File: src/rtl/zion_pc_set_arbiter.sv
// -----------------------------------------------------------------------------
// zion_pc_set_arbiter
//
// Purpose:
//   Program-counter set channel. Merges CH_NUM redirect channels into one fetch
//   PC. Channel 0 has the highest priority. The PC reaches the fetch stage
//   through a valid/ready handshake. After each accepted fetch the PC advances
//   by INC. Each redirect can optionally be followed by FLUSH_CYC bubble cycles.
//
// Ports:
//   clk        clock, all state updates on the rising edge
//   rst_n      synchronous reset, active-low
//   iSetEn     per-channel redirect request
//   iSetPc     per-channel target, channel k at [k*PC_W +: PC_W]
//   iFetchRdy  fetch accepts oPc this cycle
//   oPc        current fetch PC
//   oPcVld     oPc valid for fetch
//   oRedirect  one-cycle pulse after oPc was loaded from a channel
//   oSelCh     one-hot winner of the last redirect, held until the next one
//   oBusy      flush bubble in progress
//   oMisalign  (ZION_PC_SET_ALIGN_CHK_EN only) one-cycle pulse when the winning
//              target is not a multiple of INC and was discarded
//
// Configuration macro:
//   ZION_PC_SET_ALIGN_CHK_EN - enables the target alignment check and oMisalign.
// -----------------------------------------------------------------------------
module zion_pc_set_arbiter #(
    parameter int RV64      = 0,
    parameter int CH_NUM    = 3,
    parameter int INC       = 4,
    parameter int FLUSH_CYC = 1,
    localparam int PC_W     = 32 * (1 + RV64),
    parameter logic [PC_W-1:0] RST_PC = {PC_W{1'b0}}
) (
    input  logic                   clk,
    input  logic                   rst_n,
    input  logic [CH_NUM-1:0]      iSetEn,
    input  logic [CH_NUM*PC_W-1:0] iSetPc,
    input  logic                   iFetchRdy,
    output logic [PC_W-1:0]        oPc,
    output logic                   oPcVld,
    output logic                   oRedirect,
    output logic [CH_NUM-1:0]      oSelCh,
    output logic                   oBusy
`ifdef ZION_PC_SET_ALIGN_CHK_EN
    ,
    output logic                   oMisalign
`endif
);

    typedef enum logic [1:0] {
        ST_INIT  = 2'd0,
        ST_RUN   = 2'd1,
        ST_FLUSH = 2'd2
    } state_e;

    state_e              state_r;
    state_e              state_s;
    logic [3:0]          cnt_r;
    logic [3:0]          cnt_s;
    logic [PC_W-1:0]     pc_s;
    logic [CH_NUM-1:0]   sel_s;
    logic                redir_s;
    logic                vld_s;
    logic                busy_s;
    logic                win_found_s;
    logic [PC_W-1:0]     win_pc_s;
    logic [CH_NUM-1:0]   win_sel_s;
    logic                take_s;

`ifdef ZION_PC_SET_ALIGN_CHK_EN
    localparam logic [PC_W-1:0] INC_PC = PC_W'(INC);
    logic                misalign_s;
`endif

    // Fixed-priority pick: the lowest-index requesting channel wins.
    always_comb begin
        win_found_s = 1'b0;
        win_pc_s    = {PC_W{1'b0}};
        win_sel_s   = {CH_NUM{1'b0}};
        for (int k = 0; k < CH_NUM; k++) begin
            if (iSetEn[k] && !win_found_s) begin
                win_found_s  = 1'b1;
                win_pc_s     = iSetPc[k*PC_W +: PC_W];
                win_sel_s[k] = 1'b1;
            end else begin
                win_found_s = win_found_s;
            end
        end
    end

    // Next-state and next-output logic for the INIT/RUN/FLUSH controller.
    always_comb begin
        state_s = state_r;
        cnt_s   = cnt_r;
        pc_s    = oPc;
        sel_s   = oSelCh;
        redir_s = 1'b0;
`ifdef ZION_PC_SET_ALIGN_CHK_EN
        // A misaligned winner also suppresses every lower-priority channel.
        misalign_s = win_found_s && ((win_pc_s % INC_PC) != {PC_W{1'b0}});
        take_s     = win_found_s && !misalign_s;
`else
        take_s     = win_found_s;
`endif

        if (take_s) begin
            // A redirect wins over advance in every state. An accepted fetch in the
            // same cycle is consumed, and its increment is dropped.
            pc_s    = win_pc_s;
            sel_s   = win_sel_s;
            redir_s = 1'b1;
            if (FLUSH_CYC > 0) begin
                state_s = ST_FLUSH;
                cnt_s   = 4'(FLUSH_CYC);
            end else begin
                state_s = ST_RUN;
                cnt_s   = 4'd0;
            end
        end
`ifdef ZION_PC_SET_ALIGN_CHK_EN
        else if (misalign_s) begin
            // The discarded redirect freezes the controller for this cycle.
            state_s = state_r;
            cnt_s   = cnt_r;
        end
`endif
        else begin
            case (state_r)
                ST_INIT: begin
                    state_s = ST_RUN;
                end
                ST_RUN: begin
                    if (iFetchRdy) begin
                        pc_s = oPc + PC_W'(INC);
                    end else begin
                        pc_s = oPc;
                    end
                end
                ST_FLUSH: begin
                    if (cnt_r <= 4'd1) begin
                        state_s = ST_RUN;
                        cnt_s   = 4'd0;
                    end else begin
                        cnt_s   = cnt_r - 4'd1;
                    end
                end
                default: begin
                    state_s = ST_INIT;
                    cnt_s   = 4'd0;
                end
            endcase
        end

        vld_s  = (state_s == ST_RUN);
        busy_s = (state_s == ST_FLUSH);
    end

    // State and output registers with synchronous active-low reset.
    always_ff @(posedge clk) begin
        if (!rst_n) begin
            state_r   <= ST_INIT;
            cnt_r     <= 4'd0;
            oPc       <= RST_PC;
            oPcVld    <= 1'b0;
            oRedirect <= 1'b0;
            oSelCh    <= {CH_NUM{1'b0}};
            oBusy     <= 1'b0;
`ifdef ZION_PC_SET_ALIGN_CHK_EN
            oMisalign <= 1'b0;
`endif
        end else begin
            state_r   <= state_s;
            cnt_r     <= cnt_s;
            oPc       <= pc_s;
            oPcVld    <= vld_s;
            oRedirect <= redir_s;
            oSelCh    <= sel_s;
            oBusy     <= busy_s;
`ifdef ZION_PC_SET_ALIGN_CHK_EN
            oMisalign <= misalign_s;
`endif
        end
    end

endmodule
File: config.mk
export PLATFORM = sky130hd
export DESIGN_NAME = zion_pc_set_arbiter
export DESIGN_NICKNAME = d
export VERILOG_FILES = /design/src/rtl/zion_pc_set_arbiter.sv
export SDC_FILE = /design/constraint.sdc
export NUM_CORES = 1
export LEC_CHECK = 0
export ABC_AREA = 0
export ABC_CLOCK_PERIOD_IN_PS = 4000
export CORE_ASPECT_RATIO = 0.9
export CORE_MARGIN = 2
export CORE_UTILIZATION = 25
export DETAILED_ROUTE_END_ITERATION = 10
export DONT_BUFFER_PORTS = 1
export SLEW_MARGIN = 40
export SYNTH_ARGS = -nofsm -noshare
export SYNTH_HDL_FRONTEND = slang
export SYNTH_SLANG_ARGS = --single-unit
export TNS_END_PERCENT = 30
File: constraint.sdc
create_clock -name clk -period 4 [get_ports clk]
set_clock_uncertainty 0.2 [all_clocks]
set_input_delay 0.8 -clock clk [delete_from_list [all_inputs] [get_ports clk]]
set_output_delay 0.8 -clock clk [all_outputs]
set_load 0.02 [all_outputs]
# ---- Word level (Yosys, flattened, before mapping)
# Cells that the tools add are included.
dict set report word_totals {
  inputBits 102
  out_inout_bits 38
  reg_bits 44
  word_cells 45
}
dict set report classes {
  eq_ne 5
  n_mux 18
  n_reduce_logical 10
  add_sub_neg 2
  order_cmp 1
  n_bitwise 1
}
# operator n
set ops {}
lappend ops {{32-bit two-way mux} 6}
lappend ops {{32-bit by 3-bit adder with 32-bit output (second input constant)} 1}
lappend ops {{4-bit one-hot mux with 2 select lines} 1}
lappend ops {{1-bit two-way mux} 7}
lappend ops {{2-bit one-hot mux with 3 select lines} 1}
lappend ops {{2-bit by 1-bit equality test with 1-bit output (second input constant)} 2}
lappend ops {{2-bit equality test (second input constant)} 2}
lappend ops {{4-bit by 1-bit less-or-equal comparator with 1-bit output (second input constant)} 1}
lappend ops {{2-bit two-way mux} 2}
lappend ops {{4-bit two-way mux} 1}
lappend ops {{2-bit nonzero test} 2}
lappend ops {{2-bit OR reduction} 2}
lappend ops {{4-bit by 1-bit subtractor with 4-bit output (second input constant)} 1}
lappend ops {{1-bit logical AND} 2}
lappend ops {{1-bit logical NOT} 2}
lappend ops {{2-bit logical NOT} 1}
lappend ops {{2-bit by 1-bit inequality test with 1-bit output (second input constant)} 1}
lappend ops {{2-bit AND reduction} 1}
lappend ops {{1-bit NOT} 1}

# ---- Longest topological paths before layout
# Gate-level depths: netlist (run 1).
dict set report logic_depth {
  ltp_word 9
  depth_mapped 7
}

# ---- Worst setup path before layout (run 1)
# OpenSTA, ideal clock, no wires.
dict set report synth_path {
  path_type {input -> register}
  start {input port iSetEn[0]}
  end {register oPc[26]}
  arrival_time_ns 2.215
  path_buffers 2
  setup_slack_ns 1.523
  required_ns 3.738
  cell_stages 6
  setup_time_ns 0.062
  cell_sequence {clkbuf_1 or4b_1 clkbuf_1 nor2_1 or4b_1 nand3_1}
}
dict set report synth_via {
  elab_chain_cells 9
  word_cells_on_any_way 14
  cone_classes {mux: 7; reduce/logical: 7}
}
# element line
set synth_rtl {}
lappend synth_rtl {{start, declared} 37} ;# input logic [CH_NUM-1:0] iSetEn,
lappend synth_rtl {{1-bit two-way mux} 82} ;# if (iSetEn[k] && !win_found_s) begin
lappend synth_rtl {{1-bit logical NOT} 82}
lappend synth_rtl {{1-bit logical AND} 82}
lappend synth_rtl {{1-bit two-way mux} 82}
lappend synth_rtl {{1-bit logical NOT} 82}
lappend synth_rtl {{1-bit logical AND} 82}
lappend synth_rtl {{1-bit two-way mux} 82}
lappend synth_rtl {{2-bit nonzero test (no line)} --}
lappend synth_rtl {{2-bit AND reduction (no line)} --}
lappend synth_rtl {{end signal, assigned} 175} ;# oPc <= pc_s;
lappend synth_rtl {{end, declared} 40} ;# output logic [PC_W-1:0] oPc,
# Parallel ways exist; a longest one is shown, timed or not.
# A chain may end at the register's enable or synchronous reset.

# ---- Worst setup path in the final report (run 1)
dict set report layout_path {
  start {register oPc[6]}
  end {register oPc[26]}
}
dict set report layout_via {
  elab_chain_cells 4
}
# element line
set layout_rtl {}
lappend layout_rtl {{32-bit by 3-bit adder with 32-bit output} 135} ;# pc_s = oPc + PC_W'(INC);
lappend layout_rtl {{32-bit two-way mux} 134} ;# if (iFetchRdy) begin
lappend layout_rtl {{32-bit two-way mux} 129} ;# case (state_r)
lappend layout_rtl {{32-bit two-way mux} 107} ;# if (take_s) begin
# No other way between the ends. The select of a mux whose other input is x is not followed.

==> reports/results.txt, run 1 <==
Final Max Slew Viols -> 0
Clock H-tree levels -> 2
CTS root buf -> clkbuf_16
Avg Cell Area, Syn -> 7.82 um^2
Via density -> 6.19
IR drop worst, VDD -> 134 uV
Setup TNS -> 0 ps
Slack of the critical path -> 1260 ps
Placed cell area -> 3290 um^2
Hold WC Path Type -> reg -> reg
Outcome -> finished clean
Comb pwr share -> 0.128
Syn Std Cell Area -> 3200 um^2
Most frequent cell after synthesis -> dfxtp_1
Max Clock Freq -> 0.365 GHz
Max_slew headroom -> 0.522
Syn-to-layout area delta -> 7.50%
Global Route Usage Sum -> 0.170
Top-area cell type share of the netlist area -> 0.275
Post-synthesis instance total -> 410
Min Clock Period, post-route -> 2740 ps
Site Rows -> 39
Hold_buf cts -> 0
Max Cap Viol -> 0
Number of buffers created by CTS -> 5
Sw frac -> 0.303
Initial antenna violation count -> 0
Nets@finish -> 485
Post-layout util -> 0.274
Lkg Pwr -> 1.13 nW
Largest cells by area after synthesis -> dfxtp_1 27%, nand3b_1 4.5%, a21oi_1 4.2%, clkbuf_1 3.9%, o21ai_0 3.6%
Chip width -> 123 um
Final Hold Vio Count -> 0
Placer Congestion -> 0.839
DRC violations left -> 0
Worst EP arrival -> 2770 ps
Placed Cells -> 537
Vias -> 3,373
Layout Cells excl Fill -> 545
Post-synth top flop -> dfxtp_1
Clock power share -> 0.382
Largest net degree at the start of global routing -> 56
Max incr delay on CP -> 820 ps
Drt wl/cell -> 21.7 um
Leading area contributor after synthesis -> dfxtp_1
Seq/Total Area, Yosys -> 0.275
Synth async-reset ratio -> 0
RSZ-0062 raised after global routing -> false
Tot Pwr -> 1.14 mW
P_int -> 791 uW
Slowest stage cell, crit path -> or4_1
Top cells by count, synth -> 44 x dfxtp_1, 33 x clkbuf_1, 27 x a21oi_1, 27 x nand2_1, 23 x o21ai_0
Switching power of the nets -> 344 uW
Clock latency on the worst-skew pair -> 290 ps
Reg clk slew, reported paths -> 70 ps
Critical Path, Cell by Cell -> nand4_1 -> or4_1 -> or4b_1 -> nand3_1
CTS tree -> done
Least-Margin Pin Slew -> 711 ps
Layout filler cell count -> 1,391
Library cells used by synthesis -> 64
DR iter-0 viols -> 259
Yosys warns -> 0
Core footprint -> 12,600 um^2
Vias in the first global route -> 3,182
CP required -> 4040 ps
Setup violators final -> 0
Final worst hold slack -> 278 ps
Buf/Inv on CP -> 0
Power Density -> 330 nW/um^2
Starting Density -> 0.255
EDFF count, synth -> 0
Residual overflow from global routing -> 0
Crit-path max FO -> 11
Sequential power share -> 0.490
Place WS -> 1300 ps
Crit path capture type -> register
Die footprint -> 13,700 um^2
Setup bufs post-CTS -> 0
Mapped Nets -> 515
Total Wirelength -> 11.8 mm
Die Height -> 111 um
Crit Path Class -> reg -> reg
Num Clock Sinks -> 44
CTS resizes -> 0
#FFs+latches synth -> 44
Pre-Repair DR Iteration Count -> 5
Ant diodes -> 0
First-pass GRT wire length -> 18.1 mm
Max clock buf depth -> 2
Share of layout cells above drive strength 1 -> 0.0682
Routed Antenna Nets -> 0
I/O pin count -> 140
Detailed Place HPWL -> 8.53 mm
CP startpoint kind -> register
Design Area, Final -> 3440 um^2
Fin crit share -> 0.684
CP top delay family -> simple AND/OR/NAND/NOR gates
Input/output buffers -> 0
[worst reg2reg max path, cell delays in order (launching register included)]
cell     delay [ps]
dfxtp_1         650
nand4_1         360
or4_1           820
or4b_1          570
nand3_1          90
[power groups by stage]
stage | clock, mW | sequential [mW] | combinational [mW]
after floorplan | 0 | 0.542 | 0.140
after global placement | 0 | 0.564 | 0.143
after detailed placement | 0 | 0.566 | 0.146
after CTS | 0.447 | 0.556 | 0.147
after global routing | 0.465 | 0.563 | 0.163
final | 0.434 | 0.556 | 0.145
[cells by family after synthesis]
logic type | share of synthesized area
DFF | 0.275
muxes | 0.00937
buffers and inverters | 0.0547
AOI/OAI and AO/OA | 0.338
and+or+nand+nor | 0.303
xor gates and xnor gates | 0.00820
adders and majority gates | 0.0117
[routing by layer]
metal / global-route usage / up-vias / share of wire
li1: - / 1553 / -
met1: 0.223 / 1652 / 0.43
met2: 0.273 / 158 / 0.47
met3: 0.0523 / 10 / 0.094
met4: 0.0402 / 0 / 0.011
met5: 0 / - / 0
[worst paths after layout]
path                                end                  start  slack, ps  cells past startpoint
setup reg to reg   oPc[26]$_SDFFE_PN0P_    oPc[6]$_SDFFE_PN0P_       1260                      4
hold / removal    cnt_r[1]$_SDFFE_PP0P_  cnt_r[1]$_SDFFE_PP0P_        280                      2
hold reg to reg   cnt_r[1]$_SDFFE_PP0P_  cnt_r[1]$_SDFFE_PP0P_        280                      2
setup / recovery   oPc[26]$_SDFFE_PN0P_    oPc[6]$_SDFFE_PN0P_       1260                      4
[registers in the layout, summed over array words and instances, names as in the netlist]
name,count
cnt_r,4
oBusy,1
oPc,32
oPcVld,1
oRedirect,1
oSelCh,3
state_r,2
[final cells by class]
class / instances / area (um^2) / area share
clock buffer: 7 / 143 / 0.0414
tap: 164 / 205 / 0.0596
multi-input combinational: 321 / 2170 / 0.630
clock inverter: 1 / 7.51 / 0.00218
sequential: 44 / 881 / 0.256
inverter: 6 / 22.5 / 0.00654
timing repair buffer: 2 / 15.0 / 0.00436
[cell usage in the layout (no fill, tap or decap), types with 6 or more instances in the layout]
| master | netlist | layout |
|---|---|---|
| dfxtp_1 | 44 | 44 |
| nor4_1 | 12 | 10 |
| a22oi_1 | 9 | 9 |
| nor3_1 | 8 | 8 |
| a221o_1 | 8 | 8 |
| nand4_1 | 13 | 13 |
| a31oi_1 | 8 | 8 |
| o21ai_0 | 23 | 23 |
| or3_1 | 6 | 6 |
| a2bb2oi_1 | 7 | 7 |
| o21a_1 | 7 | 7 |
| a211oi_1 | 6 | 6 |
| nor2_1 | 13 | 13 |
| and3_1 | 8 | 8 |
| o211ai_1 | 7 | 7 |
| nand2_1 | 27 | 27 |
| and2_1 | 10 | 10 |
| nand3b_1 | 19 | 19 |
| a21oi_1 | 27 | 27 |
| nand3_1 | 17 | 17 |
Note: power is estimated with default switching activity, not from simulation.
==> run 2, diff against run 1 <==
--- a/config.mk
+++ b/config.mk
@@ -5,8 +5,8 @@
 export SDC_FILE = /design/constraint.sdc
 export NUM_CORES = 1
 export LEC_CHECK = 0
-export ABC_AREA = 0
-export ABC_CLOCK_PERIOD_IN_PS = 4000
+export ABC_AREA = 1
+export ABC_CLOCK_PERIOD_IN_PS = 2240
 export CORE_ASPECT_RATIO = 0.9
 export CORE_MARGIN = 2
 export CORE_UTILIZATION = 25
==> constraint.sdc (replaced) <==
create_clock -name clk -period 2.24 [get_ports clk]
set_clock_uncertainty 0.2 [all_clocks]
set_input_delay 0.448 -clock clk [delete_from_list [all_inputs] [get_ports clk]]
set_output_delay 0.448 -clock clk [all_outputs]
set_load 0.02 [all_outputs]
==> run 2 against run 1 <==
Against the previous run: clock power rose by 77%; non-clock buffer count rose by 26; flip-flop and latch count did not move; combinational power rose to 2.8 times the previous value; sequential power rose by 67%; utilization rose by 1.7 points; fmax rose by 49%; first-iteration DRC count fell by 28%; sequential share of layout area fell by 1.8 points; wire length fell by 8.4%; synthesized cell count rose by 27%; cell area rose by 7.4%; largest power group unchanged.
==> reports/results.txt, run 2 <==
Chip width -> 125 um (was 123 um)
Mapped Nets -> 625 (was 515)
Max Cap Viol -> 0 (unchanged)
Routed Antenna Nets -> 0 (unchanged)
Die footprint -> 14,000 um^2 (was 13,700 um^2)
Via density -> 4.77 (was 6.19)
Placer Congestion -> 0.909 (was 0.839)
Share of layout cells above drive strength 1 -> 0.157 (was 0.0682)
Hold_buf cts -> 0 (unchanged)
CTS resizes -> 0 (unchanged)
Layout filler cell count -> 1,408 (was 1,391)
Final Max Slew Viols -> 0 (unchanged)
RR Endpoint -> oPc[29]$_SDFFE_PN0P_ (was oPc[26]$_SDFFE_PN0P_)
Placed Cells -> 692 (was 537)
I/O pin count -> 140 (unchanged)
Syn-to-layout area delta -> 13.2% (was 7.50%)
Path depth of the worst reg2reg path -> 8 (was 4)
CP required -> 2270 ps (was 4040 ps)
Worst EP arrival -> 1870 ps (was 2770 ps)
Largest regs -> oPc (32), cnt_r (4), oSelCh (3) (unchanged)
Final Hold Vio Count -> 0 (unchanged)
Num Clock Sinks -> 44 (unchanged)
Setup TNS -> 0 ps (unchanged)
Layout Cells excl Fill -> 700 (was 545)
Ant diodes -> 0 (unchanged)
Placed cell area -> 3550 um^2 (was 3290 um^2)
Largest net degree at the start of global routing -> 35 (was 56)
Max incr delay on CP -> 560 ps (was 820 ps)
Least-Margin Pin Slew -> 465 ps (was 711 ps)
Setup bufs post-CTS -> 0 (unchanged)
Worst reg-to-reg setup slack -> 400 ps (was 1260 ps)
Crit Path Class -> reg -> reg (unchanged)
Setup violators final -> 0 (unchanged)
Post-Synth XOR/XNOR Area -> 0.0107 (was 0.00820)
Post-layout util -> 0.290 (was 0.274)
Top cells by count, synth -> 165 x nand2_1, 47 x nor2_1, 44 x dfxtp_1 (was 44 x dfxtp_1, 33 x clkbuf_1, 27 x a21oi_1, 27 x nand2_1, 23 x o21ai_0)
Pre-Repair DR Iteration Count -> 5 (unchanged)
Most flops, register -> oPc (unchanged)
Combinational family with the most area after synthesis -> simple AND/OR/NAND/NOR gates (was compound AO/OA/AOI/OAI gates)
Reg clk slew, reported paths -> 70 ps (about the same)
Top-area cell type share of the netlist area -> 0.270 (was 0.275)
Number of flip-flops in the largest register -> 32 (unchanged)
Syn Std Cell Area -> 3270 um^2 (was 3200 um^2)
Most used cell along the critical path -> nand2_1
Library cells used by synthesis -> 41 (was 64)
Vias in the first global route -> 3,026 (was 3,182)
Hold path cells -> 2 (unchanged)
Initial antenna violation count -> 0 (unchanged)
Post-synth top flop -> dfxtp_1 (unchanged)
Avg Cell Area, Syn -> 6.28 um^2 (was 7.82 um^2)
Synth async-reset ratio -> 0 (unchanged)
First-pass GRT wire length -> 16.6 mm (was 18.1 mm)
Buf/Inv on CP -> 0 (unchanged)
Largest cells by area after synthesis -> dfxtp_1 27%, nand2_1 19%, a21oi_1 6.0%, nand3_1 5.8%, nor2_1 5.4% (was dfxtp_1 27%, nand3b_1 4.5%, a21oi_1 4.2%, clkbuf_1 3.9%, o21ai_0 3.6%)
Most frequent cell after synthesis -> nand2_1 (was dfxtp_1)
Input/output buffers -> 0 (unchanged)
Post-synthesis instance total -> 520 (was 410)
CP startpoint kind -> register (unchanged)
Leading area contributor after synthesis -> dfxtp_1 (unchanged)
Hold WC Path Type -> in -> reg (was reg -> reg)
Residual overflow from global routing -> 0 (unchanged)
Site Rows -> 39 (unchanged)
Hold endpoint -> oPc[4]$_SDFFE_PN0P_ (was cnt_r[1]$_SDFFE_PP0P_)
Sequential standard cell area -> 881 um^2 (unchanged)
Starting Density -> 0.257 (was 0.255)
Area occupied by multi-input gates -> 2060 um^2 (was 2170 um^2)
Drt wl/cell -> 15.5 um (was 21.7 um)
Fin crit share -> 0.820 (was 0.684)
Slowest stage cell, crit path -> dfxtp_1 (was or4_1)
Clock latency on the worst-skew pair -> 300 ps (was 290 ps)
RSZ-0062 raised after global routing -> false (unchanged)
DR iter-0 viols -> 187 (was 259)
Max clock buf depth -> 2 (unchanged)
CTS root buf -> clkbuf_16 (unchanged)
Commonest non-fill, non-tap cell in the layout -> nand2_1 (was dfxtp_1)
Reg2reg start -> oPc[6]$_SDFFE_PN0P_ (unchanged)
Number of buffers created by CTS -> 5 (unchanged)
Lkg Pwr -> 1.46 nW (was 1.13 nW)
DRC violations left -> 0 (unchanged)
CP top delay family -> simple AND/OR/NAND/NOR gates (unchanged)
Vias -> 3,339 (was 3,373)
Outcome -> finished clean (unchanged)
#FFs+latches synth -> 44 (unchanged)
Critical Path, Cell by Cell -> nand2_1 -> nor2_2 -> nand2_4 -> nor2_2 -> nand2_1 -> nand2_1 -> nand3_1 -> a21oi_2 (was nand4_1 -> or4_1 -> or4b_1 -> nand3_1)
Max Clock Freq -> 0.545 GHz (was 0.365 GHz)
IR drop worst, VDD -> 252 uV (was 134 uV)
Tot Pwr -> 2.11 mW (was 1.14 mW)
Clock H-tree levels -> 2 (unchanged)
Crit-path max FO -> 6 (was 11)
Core footprint -> 12,700 um^2 (was 12,600 um^2)
Min Clock Period, post-route -> 1840 ps (was 2740 ps)
EDFF count, synth -> 0 (unchanged)
CTS tree -> done (unchanged)
Multiplexer share of the synthesized area -> 0 (was 0.00937)
Die Height -> 112 um (was 111 um)
Yosys warns -> 0 (unchanged)
Seq/Total Area, Yosys -> 0.270 (was 0.275)
Max_slew headroom -> 0.690 (was 0.522)
Nets@finish -> 640 (was 485)
Detailed Place HPWL -> 8.76 mm (was 8.53 mm)
Total Wirelength -> 10.8 mm (was 11.8 mm)
Commonest cells after routing, fill and taps aside -> 165 x nand2_1, 47 x nor2_1, 44 x dfxtp_1 (was 44 x dfxtp_1, 27 x nand2_1, 27 x a21oi_1)
Global Route Usage Sum -> 0.151 (was 0.170)
Adder-Cell Fraction of Synth Area -> 0.0115 (was 0.0117)
Design Area, Final -> 3700 um^2 (was 3440 um^2)
Synth Area in Compound Gates -> 0.224 (was 0.338)
Simple-gate share of the synthesized area -> 0.385 (was 0.303)
Power Density -> 569 nW/um^2 (was 330 nW/um^2)
Crit path capture type -> register (unchanged)
Min-delay src -> rst_n (was cnt_r[1]$_SDFFE_PP0P_)
==> run 2: cell types whose count changed after synthesis, sizes merged, moves of 10 or more <==
| cell | delta |
|---|---|
| nand2 | +147 |
| nor2 | +51 |
| inv | +41 |
| clkbuf | -28 |
| nand3 | +21 |
| a21oi | +18 |
| nand3b | -18 |
| nand4 | -14 |
| o21ai | +14 |
| nor4 | -12 |
| and3 | -10 |
==> run 2: cell type report <==
type | instances | area share
timing repair buffer | 28 | 0.0568
inverter | 48 | 0.0514
sequential | 44 | 0.238
multi-input combinational | 408 | 0.558
tap | 164 | 0.0555
clock buffer | 7 | 0.0386
clock inverter | 1 | 0.00203
==> run 2: report_power, final <==
group / switching (mW) / internal (mW)
registers: 0.0921 / 0.839
logic: 0.252 / 0.153
clock network: 0.325 / 0.445
==> run 2: how the worst max path moves through the flow <==
stage	from	end	slack [ps]	cells past startpoint
after floorplan	oPc[3]$_SDFFE_PN0P_	oPc[26]$_SDFFE_PN0P_	540	9
after global placement	state_r[1]$_SDFF_PN0_	oPc[15]$_SDFFE_PN0P_	450	7
after detailed placement	state_r[1]$_SDFF_PN0_	oPc[15]$_SDFFE_PN0P_	390	7
after CTS	state_r[1]$_SDFF_PN0_	oPc[15]$_SDFFE_PN0P_	370	7
after global routing	oPc[6]$_SDFFE_PN0P_	oPc[28]$_SDFFE_PN0P_	280	8
final	oPc[6]$_SDFFE_PN0P_	oPc[29]$_SDFFE_PN0P_	400	8
==> run 2: routing by layer <==
metal  part of all wire  vias up  wire (um)  GRT usage
met1               0.50     1484       5420      0.219
met2               0.44      113       4740      0.230
met4              0.012        0        127     0.0449
met5                  0        -          0          0
met3              0.051        6        551     0.0257
li1                   -     1736          -          -
==> run 2: worst reg2reg max path, cell delays in order, from the launching register on <==
cell and delay, ps:
dfxtp_1 560, nand2_1 170, nor2_2 200, nand2_4 100, nor2_2 170, nand2_1 80, nand2_1 60, nand3_1 90
a21oi_2 130
==> run 2: per-stage QoR <==
step	setup WS, ps	hold WS (ps)
final	404	95.8
after floorplan	536	270
after CTS	374	82.0
after global placement	445	294
after global routing	280	93.9
after detailed placement	391	292
==> run 2: cell families after synthesis <==
kind of cell,Yosys count
AOI/OAI and AO/OA,115
xor gates and xnor gates,4
adders and majority gates,3
DFF,44
and+or+nand+nor,286
buffers and inverters,68
==> run 3, diff against run 2 <==
--- a/config.mk
+++ b/config.mk
@@ -5,8 +5,8 @@
 export SDC_FILE = /design/constraint.sdc
 export NUM_CORES = 1
 export LEC_CHECK = 0
-export ABC_AREA = 1
-export ABC_CLOCK_PERIOD_IN_PS = 2240
+export ABC_AREA = 0
+export ABC_CLOCK_PERIOD_IN_PS = 1570
 export CORE_ASPECT_RATIO = 0.9
 export CORE_MARGIN = 2
 export CORE_UTILIZATION = 25
==> constraint.sdc (replaced) <==
create_clock -name clk -period 1.57 [get_ports clk]
set_clock_uncertainty 0.2 [all_clocks]
set_input_delay 0.314 -clock clk [delete_from_list [all_inputs] [get_ports clk]]
set_output_delay 0.314 -clock clk [all_outputs]
set_load 0.02 [all_outputs]
==> run 3 against run 2 <==
Against the previous run: utilization increased by 8.9 points; via count up 16%; largest cell class unchanged; worst hold slack got worse by 93 ps; the run now ends with setup timing left; clock-buffer cell count is the same; total power increased by 54%.
==> reports/results.txt, run 3 (synthesized netlist as in run 1, its figures left out) <==
Path depth of the worst reg2reg path -> 6 (was 8)
Final Hold Vio Count -> 0 (unchanged)
Least-Margin Pin Slew -> 891 ps (was 465 ps)
DR iter-0 viols -> 369 (was 187)
Final Max Slew Viols -> 0 (unchanged)
Share of layout cells above drive strength 1 -> 0.377 (was 0.157)
Sequential power share -> 0.393 (was 0.442)
CTS root buf -> clkbuf_16 (unchanged)
CP startpoint kind -> register (unchanged)
Commonest non-fill, non-tap cell in the layout -> buf_4 (was nand2_1)
IR drop worst, VDD -> 414 uV (was 252 uV)
Starting Density -> 0.255 (was 0.257)
Comb pwr share -> 0.253 (was 0.192)
Nets@finish -> 605 (was 640)
Reg2reg start -> oPc[8]$_SDFFE_PN0P_ (was oPc[6]$_SDFFE_PN0P_)
CP required -> 1540 ps (was 2270 ps)
Fin crit share -> 1.30 (was 0.820)
Global Route Usage Sum -> 0.195 (was 0.151)
Design Area, Final -> 4770 um^2 (was 3700 um^2)
Detailed Place HPWL -> 10.3 mm (was 8.76 mm)
Input/output buffers -> 0 (unchanged)
Max Clock Freq -> 0.489 GHz (was 0.545 GHz)
Placed cell area -> 4150 um^2 (was 3550 um^2)
Hold endpoint -> oPc[29]$_SDFFE_PN0P_ (was oPc[4]$_SDFFE_PN0P_)
Die footprint -> 13,700 um^2 (was 14,000 um^2)
Syn-to-layout area delta -> 49.0% (was 13.2%)
Total Wirelength -> 14.3 mm (was 10.8 mm)
Post-layout util -> 0.379 (was 0.290)
DRC violations left -> 0 (unchanged)
Sw frac -> 0.300 (was 0.318)
Tot Pwr -> 3.24 mW (was 2.11 mW)
Commonest cells after routing, fill and taps aside -> 97 x buf_4, 27 x dfxtp_1, 25 x nand2_1 (was 165 x nand2_1, 47 x nor2_1, 44 x dfxtp_1)
Number of buffers created by CTS -> 5 (unchanged)
Slack of the critical path -> -474 ps (was 404 ps)
Clock power share -> 0.354 (was 0.366)
Max clock buf depth -> 2 (unchanged)
Drt wl/cell -> 21.5 um (was 15.5 um)
RR Endpoint -> oPc[28]$_SDFFE_PN0P_ (was oPc[29]$_SDFFE_PN0P_)
Setup violators final -> 34 (was 0)
Vias in the first global route -> 3,670 (was 3,026)
Pre-Repair DR Iteration Count -> 5 (unchanged)
Ant diodes -> 0 (unchanged)
Power Density -> 679 nW/um^2 (was 569 nW/um^2)
Via density -> 5.85 (was 4.77)
Clock H-tree levels -> 2 (unchanged)
Routed Antenna Nets -> 0 (unchanged)
Initial antenna violation count -> 0 (unchanged)
Hold path cells -> 2 (unchanged)
CTS tree -> done (unchanged)
Min-delay src -> rst_n (unchanged)
Crit Path Class -> reg -> reg (unchanged)
First-pass GRT wire length -> 20.6 mm (was 16.6 mm)
Vias -> 3,889 (was 3,339)
Sequential standard cell area -> 917 um^2 (was 881 um^2)
Lkg Pwr -> 1.86 nW (was 1.46 nW)
Site Rows -> 39 (unchanged)
RSZ-0062 raised after global routing -> true (was false)
Crit-path max FO -> 6 (unchanged)
Residual overflow from global routing -> 0 (unchanged)
Switching power of the nets -> 972 uW (was 669 uW)
Largest regs -> oPc (32), cnt_r (4), oSelCh (3) (unchanged)
P_int -> 2.27 mW (was 1.44 mW)
Failing checks -> setup timing
Reg clk slew, reported paths -> 70 ps (about the same)
Largest net degree at the start of global routing -> 56 (was 35)
Num Clock Sinks -> 44 (unchanged)
Die Height -> 111 um (was 112 um)
Hold WC Path Type -> in -> reg (unchanged)
Crit path capture type -> register (unchanged)
Min Clock Period, post-route -> 2040 ps (was 1840 ps)
Number of flip-flops in the largest register -> 32 (unchanged)
Core footprint -> 12,600 um^2 (was 12,700 um^2)
I/O pin count -> 140 (unchanged)
Chip width -> 123 um (was 125 um)
Worst reg-to-reg setup slack -> -470 ps (was 400 ps)
Layout filler cell count -> 1,273 (was 1,408)
Area occupied by multi-input gates -> 2420 um^2 (was 2060 um^2)
Most flops, register -> oPc (unchanged)
Worst EP arrival -> 2010 ps (was 1870 ps)
Max_slew headroom -> 0.404 (was 0.690)
Max Cap Viol -> 0 (unchanged)
Outcome -> finished with violations (was finished clean)
Clock latency on the worst-skew pair -> 290 ps (was 300 ps)
Final worst hold slack -> 3.01 ps (was 95.8 ps)
Placer Congestion -> 0.894 (was 0.909)
run 3: changes by cell type in the layout (fill, tap and decap cells not counted), sizes merged, moves of 9 or more:
cell / delta
a21oi: -18
nand3b: +18
buf: +87
nand3: -21
and2: +9
a22oi: +9
nor4: +12
nand4: +14
and3: +10
nand2: -147
nor2: -51
inv: -41
o21ai: -14
run 3: power groups by stage:
stage                     clock [mW]  sequential, mW  combinational, mW
after floorplan                    0            1.39              0.366
after global placement             0            1.29              0.702
after detailed placement           0            1.29              0.718
after CTS                       1.17            1.27              0.781
after global routing            1.21            1.28              0.875
final                           1.15            1.27              0.819
run 3: stage by stage:
| stage | instances | setup WS (ps) | setup TNS, ps |
|---|---|---|---|
| final | 665 | -474 | -7430 |
| after global routing | 665 | -528 | -9080 |
| after floorplan | 410 | -526 | -10970 |
| after global placement | 644 | -441 | -7490 |
| after CTS | 662 | -416 | -6790 |
| after detailed placement | 644 | -454 | -8540 |
run 3: area by class of cell:
type                       count  share of cell area
clock buffer                   7              0.0322
clock inverter                 1             0.00105
inverter                       6             0.00472
multi-input combinational    321               0.507
sequential                    44               0.192
tap                          164              0.0430
timing repair buffer         122               0.220
run 3: per-layer routing:
metal  up-vias  share of wire  GRT usage
met5         -              0          0
met4         0          0.014     0.0303
met1      1883           0.43      0.256
met3        21          0.077     0.0466
li1       1791              -          -
met2       194           0.48      0.329
run 3: critical path, stage by stage (launching register included):
cell      delay, ps
dfxtp_4         350
nand3_4         120
buf_6           140
or4_4           550
buf_6           150
nor4_2          330
a211oi_2         80
run 3: what timing repair did:
| item | 4_1_cts | 5_1_grt |
|---|---|---|
| pin swaps | 20 | 21 |
| gates resized for setup | 40 | 39 |
| setup endpoints to repair | 35 | 37 |
| hold endpoints to repair | 27 | 18 |
| hold buffers | 5 | 1 |
| cloned | 1 | 0 |
| buffers inserted | 4 | 3 |
run 3: worst max path at each step:
stage	from	endpoint	slack (ps)	cells after the start
3_3_place_gp	oPc[2]$_SDFFE_PN0P_	oPc[31]$_SDFFE_PN0P_	-440	4
3_5_place_dp	oPc[2]$_SDFFE_PN0P_	oPc[31]$_SDFFE_PN0P_	-450	4
4_1_cts	oPc[5]$_SDFFE_PN0P_	oPc[28]$_SDFFE_PN0P_	-420	6
6_report	oPc[8]$_SDFFE_PN0P_	oPc[28]$_SDFFE_PN0P_	-470	6
2_1_floorplan	oPc[5]$_SDFFE_PN0P_	oPc[31]$_SDFFE_PN0P_	-530	6
5_1_grt	oPc[10]$_SDFFE_PN0P_	oPc[28]$_SDFFE_PN0P_	-530	6
